==> config.mk <==
export PLATFORM = sky130hd
export DESIGN_NAME = debounce_edge_counter
export DESIGN_NICKNAME = d
export VERILOG_FILES = /design/src/rtl/debounce_edge_counter.sv
export SDC_FILE = /design/constraint.sdc
export NUM_CORES = 1
export LEC_CHECK = 0
export CAP_MARGIN = 20
export CORE_MARGIN = 3
export CORE_UTILIZATION = 52
export CTS_CLUSTER_DIAMETER = 40
export DETAILED_ROUTE_END_ITERATION = 8
export GPL_ROUTABILITY_DRIVEN = 0
export PLACE_DENSITY_LB_ADDON = 0.3
export REMOVE_ABC_BUFFERS = 1
export SETUP_SLACK_MARGIN = 0.02
export SYNTH_ARGS = -nofsm -noshare
export SYNTH_HDL_FRONTEND = slang
export SYNTH_SLANG_ARGS = --single-unit
==> constraint.sdc <==
create_clock -name clk -period 2.3 [get_ports clk]
set_input_delay 0.23 -clock clk [delete_from_list [all_inputs] [get_ports clk]]
set_output_delay 0.23 -clock clk [all_outputs]
set_load 0.05 [all_outputs]
==> src/rtl/debounce_edge_counter.sv <==
// Synchronises and debounces a bouncing asynchronous level, emitting a clean
// level, one-cycle rise/fall pulses and a saturating count of rising edges.
module debounce_edge_counter #(
    parameter int unsigned DB_CYCLES = 4,
    parameter int unsigned CNT_W     = 8
) (
    input  logic             clk,
    input  logic             rst_n,
    input  logic             in,
    input  logic             clr,
    output logic             out,
    output logic             rise,
    output logic             fall,
    output logic             busy,
    output logic [CNT_W-1:0] evt_count
);

    typedef enum logic [1:0] {
        STABLE_LO = 2'd0,
        QUAL_HI   = 2'd1,
        STABLE_HI = 2'd2,
        QUAL_LO   = 2'd3
    } state_e;

    localparam logic [7:0]       DB_LAST = 8'(DB_CYCLES - 1);
    localparam logic [CNT_W-1:0] CNT_MAX = {CNT_W{1'b1}};

    function automatic logic [CNT_W-1:0] sat_inc(input logic [CNT_W-1:0] v);
        logic [CNT_W-1:0] r;
        if (v == CNT_MAX) begin
            r = v;
        end else begin
            r = v + CNT_W'(1);
        end
        return r;
    endfunction

    logic             s1_q, s2_q;
    state_e           state_q, state_d;
    logic [7:0]       dbc_q, dbc_d;
    logic             out_q, out_d;
    logic             rise_q, rise_d;
    logic             fall_q, fall_d;
    logic             busy_q, busy_d;
    logic [CNT_W-1:0] evt_q, evt_d;

    // Two-flop synchroniser; only s2_q feeds the debouncer.
    always_ff @(posedge clk or negedge rst_n) begin
        if (!rst_n) begin
            s1_q <= 1'b0;
            s2_q <= 1'b0;
        end else begin
            s1_q <= in;
            s2_q <= s1_q;
        end
    end

    // State register with its qualification counter.
    always_ff @(posedge clk or negedge rst_n) begin
        if (!rst_n) begin
            state_q <= STABLE_LO;
            dbc_q   <= 8'd0;
        end else begin
            state_q <= state_d;
            dbc_q   <= dbc_d;
        end
    end

    // Next-state logic: a candidate level must persist DB_CYCLES samples.
    always_comb begin
        state_d = state_q;
        dbc_d   = dbc_q;
        case (state_q)
            STABLE_LO: begin
                if (s2_q) begin
                    state_d = QUAL_HI;
                    dbc_d   = 8'd1;
                end else begin
                    dbc_d   = 8'd0;
                end
            end
            QUAL_HI: begin
                if (!s2_q) begin
                    state_d = STABLE_LO;
                    dbc_d   = 8'd0;
                end else if (dbc_q == DB_LAST) begin
                    state_d = STABLE_HI;
                    dbc_d   = 8'd0;
                end else begin
                    dbc_d   = dbc_q + 8'd1;
                end
            end
            STABLE_HI: begin
                if (!s2_q) begin
                    state_d = QUAL_LO;
                    dbc_d   = 8'd1;
                end else begin
                    dbc_d   = 8'd0;
                end
            end
            QUAL_LO: begin
                if (s2_q) begin
                    state_d = STABLE_HI;
                    dbc_d   = 8'd0;
                end else if (dbc_q == DB_LAST) begin
                    state_d = STABLE_LO;
                    dbc_d   = 8'd0;
                end else begin
                    dbc_d   = dbc_q + 8'd1;
                end
            end
            default: begin
                state_d = STABLE_LO;
                dbc_d   = 8'd0;
            end
        endcase
    end

    // Output decode from the transition, so outputs land with the new state.
    always_comb begin
        out_d  = (state_d == STABLE_HI) || (state_d == QUAL_LO);
        busy_d = (dbc_d != 8'd0);
        rise_d = (state_q == QUAL_HI) && (state_d == STABLE_HI);
        fall_d = (state_q == QUAL_LO) && (state_d == STABLE_LO);
        if (clr) begin
            evt_d = {CNT_W{1'b0}};
        end else if (rise_q) begin
            evt_d = sat_inc(evt_q);
        end else begin
            evt_d = evt_q;
        end
    end

    // Registered outputs.
    always_ff @(posedge clk or negedge rst_n) begin
        if (!rst_n) begin
            out_q  <= 1'b0;
            rise_q <= 1'b0;
            fall_q <= 1'b0;
            busy_q <= 1'b0;
            evt_q  <= {CNT_W{1'b0}};
        end else begin
            out_q  <= out_d;
            rise_q <= rise_d;
            fall_q <= fall_d;
            busy_q <= busy_d;
            evt_q  <= evt_d;
        end
    end

    assign out       = out_q;
    assign rise      = rise_q;
    assign fall      = fall_q;
    assign busy      = busy_q;
    assign evt_count = evt_q;

endmodule

* Word level (Yosys, flattened, before mapping)
Index checks and enable logic that the tools add are counted.
W data, S select, Z words.
** Word-level totals
- Flip-flop bits (word level) :: 24
- Output and inout bits :: 12
- Logic and storage cells :: 43
** Operators by class
- $add $sub $neg :: 2
- Eq/ne operators :: 8
- Mux-type cells :: 16
- Reductions and logical operators :: 8
** Operators with widths (count)
- $mux W8 :: 6
- $pmux W8 S4 :: 1
- $add A8 B1 Y8 const B :: 2
- $mux W2 :: 6
- $eq A2 B2 Y1 const B :: 4
- $eq A8 B2 Y1 const B :: 1
- $eq A8 B8 Y1 const B :: 1
- $pmux W2 S4 :: 1
- $reduce_bool A8 Y1 :: 1
- $logic_not A2 Y1 :: 2
- $eq A2 B1 Y1 const B :: 1
- $logic_and A1 B1 Y1 :: 2
- $mux W1 :: 2
- $ne A2 B2 Y1 const B :: 1
- $reduce_and A2 Y1 :: 1
- $reduce_bool A2 Y1 :: 1
- $logic_or A1 B1 Y1 :: 1

* Depth between registers and ports, before layout
- Depth after elaboration :: 6
- Mapped depth :: 6

* Worst setup path after synthesis
No wires, ideal clock.
- Path kind :: register -> register
- From :: register evt_q[0], in the netlist evt_count[0]
- To :: register evt_q[1], in the netlist evt_count[1]
- Setup time :: 0.129 ns
- Arrival :: 1.757 ns
- Data required time :: 2.171 ns
- Slack :: 0.415 ns
- Cell stages (with the launch flop) :: 7
- Period minus slack after synthesis :: 1.885 ns
- Path through :: dfrtp_1 -> ha_1 -> and4_1 -> nand2_1 -> o21ai_0 -> mux2i_1 -> nor2_1
** Between the ends
- Cells in the longest elaborated chain, start to end :: 4
** Ends and longest elaborated chain
- start, declared :: RTL line 45 : logic [CNT_W-1:0] evt_q, evt_d;
- start signal, assigned :: RTL line 141 : evt_q <= {CNT_W{1'b0}};
- start signal, assigned :: RTL line 147 : evt_q <= evt_d;
- $add A8 B1 Y8 :: RTL line 33 : r = v + CNT_W'(1);
- $mux W8 :: RTL line 30 : if (v == CNT_MAX) begin
- $mux W8 :: RTL line 127 : end else if (rise_q) begin
- $mux W8 :: RTL line 125 : if (clr) begin
Parallel ways exist; a longest one is shown, timed or not. The select of a mux whose other input is x is not followed.
A chain may end at the register's enable or synchronous reset.

* Final worst setup path
- From :: register dbc_q[3]
- To :: register busy_q, in the netlist busy
** Between the ends
- Cells in the longest elaborated chain, start to end :: 5
** Ends and longest elaborated chain
- start, declared :: RTL line 40 : logic [7:0] dbc_q, dbc_d;
- start signal, assigned :: RTL line 62 : dbc_q <= 8'd0;
- start signal, assigned :: RTL line 65 : dbc_q <= dbc_d;
- $add A8 B1 Y8 / $eq A8 B2 Y1 (equally long branches)
- $mux W8 (*) :: RTL line 86, 105
- $mux W8, on equally long branches :: RTL line 102, 83
- $pmux W8 S4 (*) :: RTL line 73 : case (state_q)
- $reduce_bool A8 Y1 (*) :: RTL line 122 : busy_d = (dbc_d != 8'd0);
- via busy_d :: RTL line 44 : logic busy_q, busy_d;
- end signal, assigned :: RTL line 146 : busy_q <= busy_d;
- end, declared :: RTL line 44
The timed path passes the listed nets; every way through them passes the cells marked *.

==> metrics.csv <==
stage,metric,value,unit
die,die area,0.002643,mm^2
timing,Max Clock Freq,0.5043,GHz
timing,worst-case hold slack,281.5,ps
layout,fin area,0.001280,mm^2
job,MaxCap Viol Count,0,
die,row count,15,
setup_path,Reg-to-Reg End,busy$_DFF_PN0_,
cts,Clock Sinks,23,
pwr,total power divided by cell area,769.4,mW/mm^2
timing,"Hold Vio Cnt, Final",0,
setup_path,reg2reg path depth,5,
logic_synthesis,Synth Instances,102,
logic_synthesis,Post-synth EDFFs,0,
cts,Root Driver,clkbuf_4,
setup_path,Worst Path Required,2490,ps
setup_path,Critical-path top delay cell,or4_4,
timing,Worst Skew,2.677,ps
cts,Num CTS Buffers,3,
logic_synthesis,"top cells by area, synth","dfrtp_1 (54%), nor2_1 (6.3%), xnor2_1 (5.7%)",
global_routing,antenna violations before repair,0,
pwr,sw power,0.3343,mW
die,die height,51.41,um
logic_synthesis,yosys warns,0,
outcome,run status,completed,
logic_synthesis,dominant synthesized flop cell,dfrtp_1,
die,Die Width,51.41,um
setup_path,critical-path cell list,or4_4 -> nor4b_4 -> or2_4 -> a31oi_1 -> a211o_1,
pwr,Peak VDD IR,0.7672,mV
route,drt first-iter violations,10,
layout,share of post-route cells with drive strength above 1,0.06667,
cts,CTS tree,done,
die,I/O pin total,16,
pwr,P_leak,0.5328,nW
pwr,P_int,0.6505,mW
cts,clk_lat worst skew,290,ps
layout,FILL cells,151,
layout,Final nets,127,
cts,clock slew at reported path FFs,110,ps
cts,CTS Buffer Depth,2,
global_routing,vias in the first global route,771,
pwr,sequential share of power,0.513,
place,DPL Wire Length,1398,um
place,Place WS,339.8,ps
logic_synthesis,Post-synth ARST share,1.000,
route,Post-Route WL,1791,um
timing,final worst slack,316.9,ps
pwr,Net Sw Frac,0.3395,
timing,fin crit period,1983,ps
timing,Slew @ Worst Pin,500.4,ps
timing,RSZ-0062 raised after global routing,false,
logic_synthesis,most frequent cells after synthesis,"dfrtp_1 (23), nor2_1 (18), nand2_1 (7), xnor2_1 (7)",
cts,post-CTS setup buffers,0,
route,TritonRoute pass-1 iters,4,
setup_path,CP arrival,2180,ps
route,routed via count,769,
route,vias per cell,5.303,
place,Placed Area,0.001254,mm^2
cts,hold buffers post-CTS,0,
cts,post-cts resize count,0,
logic_synthesis,Mapped Area,0.001072,mm^2
global_routing,Overflow after GRT,0,
cts,H-tree depth,1,
setup_path,crit start category,flop,
setup_path,delay of the slowest critical-path stage,570,ps
logic_synthesis,Synth area leader,dfrtp_1,
timing,fin. max-slew vios,0,
die,Core Area,0.001839,mm^2
setup_path,slack of the worst reg-to-reg path,320,ps
route,routed length per instance,12.35,um
timing,period utilisation layout,0.8622,
logic_synthesis,Synth Register Bits,23,
logic_synthesis,most common cell in the netlist,dfrtp_1,
layout,diode count,0,
timing,final setup TNS,0,ps
setup_path,worst reg2reg path startpoint,dbc_q[3]$_DFF_PN0_,
setup_path,Crit Path Class,reg -> reg,
die,starting density of the core,0.5830,
logic_synthesis,Post-Syn Area per Cell,10.51,um^2
global_routing,overall routing resource usage,0.1600,
global_routing,first-pass GRT wire length,3243,um
pwr,Clk pwr share,0.176,
route,Residual DRC,0,
place,dpl cells,141,
timing,"Setup violations, final",0,
logic_synthesis,post-synthesis sequential area ratio,0.5368,
logic_synthesis,Cell variety after synth,29,
layout,area grow syn2layout,19.37,%
global_routing,largest net degree at the start of global routing,24,
setup_path,CP max FO,6,
place,port bufs,15,
timing,slew margin rel.,0.6653,
layout,"non-filler cells, final",145,
pwr,Logic pwr share,0.312,
hold_path,Min-Delay Path Class,in -> async,
setup_path,nature of the critical path endpoint,flop,
route,Routed Antenna Nets,0,
logic_synthesis,share of the synthesized area in the top cell type,0.5368,
## power by group through the flow
stage	Sequential (mW)	Combinational, mW	Clock (mW)
after floorplan	0.574	0.156	0
after CTS	0.504	0.310	0.184
after detailed placement	0.513	0.309	0
after global routing	0.514	0.343	0.205
final	0.505	0.307	0.173
after global placement	0.511	0.305	0
## placed cells by master, fill, tap and decap left out
| master | synthesis | layout |
|---|---|---|
| a211o_1 | 1 | 1 |
| a41oi_1 | 1 | 1 |
| inv_1 | 2 | 2 |
| nand4_1 | 1 | 1 |
| mux2i_1 | 2 | 2 |
| nor4b_4 | 1 | 1 |
| nor3b_1 | 2 | 2 |
| xnor2_1 | 7 | 7 |
| ha_1 | 2 | 2 |
| nor2_1 | 18 | 18 |
| clkbuf_4 | 0 | 3 |
| o21ai_0 | 1 | 1 |
| nor3_1 | 6 | 6 |
| buf_4 | 0 | 1 |
| nand2_1 | 7 | 7 |
| or2_4 | 1 | 1 |
| and2_1 | 2 | 2 |
| or4_4 | 1 | 1 |
| nand3_1 | 6 | 6 |
| o211ai_1 | 1 | 1 |
| clkdlybuf4s50_1 | 0 | 15 |
| a21oi_1 | 3 | 3 |
| o32ai_1 | 1 | 1 |
| dfrtp_1 | 23 | 23 |
| and4_1 | 2 | 2 |
| mux2_2 | 1 | 1 |
| a31oi_1 | 1 | 1 |
| o21a_1 | 1 | 1 |
| nand2b_1 | 2 | 2 |
| clkbuf_1 | 1 | 1 |
| xor2_1 | 4 | 4 |
## per-stage QoR
step | total power, mW | utilization
floorplan | 0.7294 | -
global placement | 0.8159 | 0.6816
detailed placement | 0.8213 | 0.6816
CTS | 0.9981 | 0.6959
global route | 1.062 | 0.6959
finish | 0.9848 | 0.6959
## critical path: cells and delay by family, from the launching register on
kind,cells,cell delay (ps)
DFF,1,460
and+or+nand+nor,3,1110
AOI/OAI and AO/OA,2,320
## kinds of logic after synthesis
logic type | Yosys count | synth area share
AOI/OAI and AO/OA | 10 | 0.06302
muxes | 3 | 0.02917
and+or+nand+nor | 49 | 0.2439
adders and majority gates | 2 | 0.02333
xor gates and xnor gates | 11 | 0.08985
DFF | 23 | 0.5368
buffers and inverters | 4 | 0.01400
## flip-flops by register name, summed over array words and instances (netlist names)
signal,count
dbc_q,8
evt_count,8
state_q,2
busy,1
fall,1
rise,1
s1_q,1
s2_q,1
## area by class of cell
cell class	instances	area [um^2]	share of cell area
well taps	25	31.28	0.02444
flip-flops and latches	23	575.6	0.4497
multi-input cells	75	481.7	0.3763
clock buffers	4	26.28	0.02053
inverters	2	7.507	0.005865
repair buffers	16	157.7	0.1232
## layer usage
metal  track usage  routed length, um  share of wire
met1        0.2106                824           0.46
met2        0.2733                883           0.49
met3       0.01749                 67          0.037
met4       0.05240                 15         0.0084
met5             0                  0              0
## worst max path at each step
stage,depth (start not counted),end,start,slack (ps)
final,5,busy$_DFF_PN0_,dbc_q[3]$_DFF_PN0_,320
after global routing,5,busy$_DFF_PN0_,dbc_q[3]$_DFF_PN0_,250
after CTS,5,busy$_DFF_PN0_,dbc_q[3]$_DFF_PN0_,330
after detailed placement,5,busy$_DFF_PN0_,dbc_q[3]$_DFF_PN0_,340
after global placement,5,busy$_DFF_PN0_,dbc_q[3]$_DFF_PN0_,370
after floorplan,6,evt_count[1]$_DFFE_PN0P_,evt_count[0]$_DFFE_PN0P_,420
Note: power is estimated with default switching activity, not from simulation.
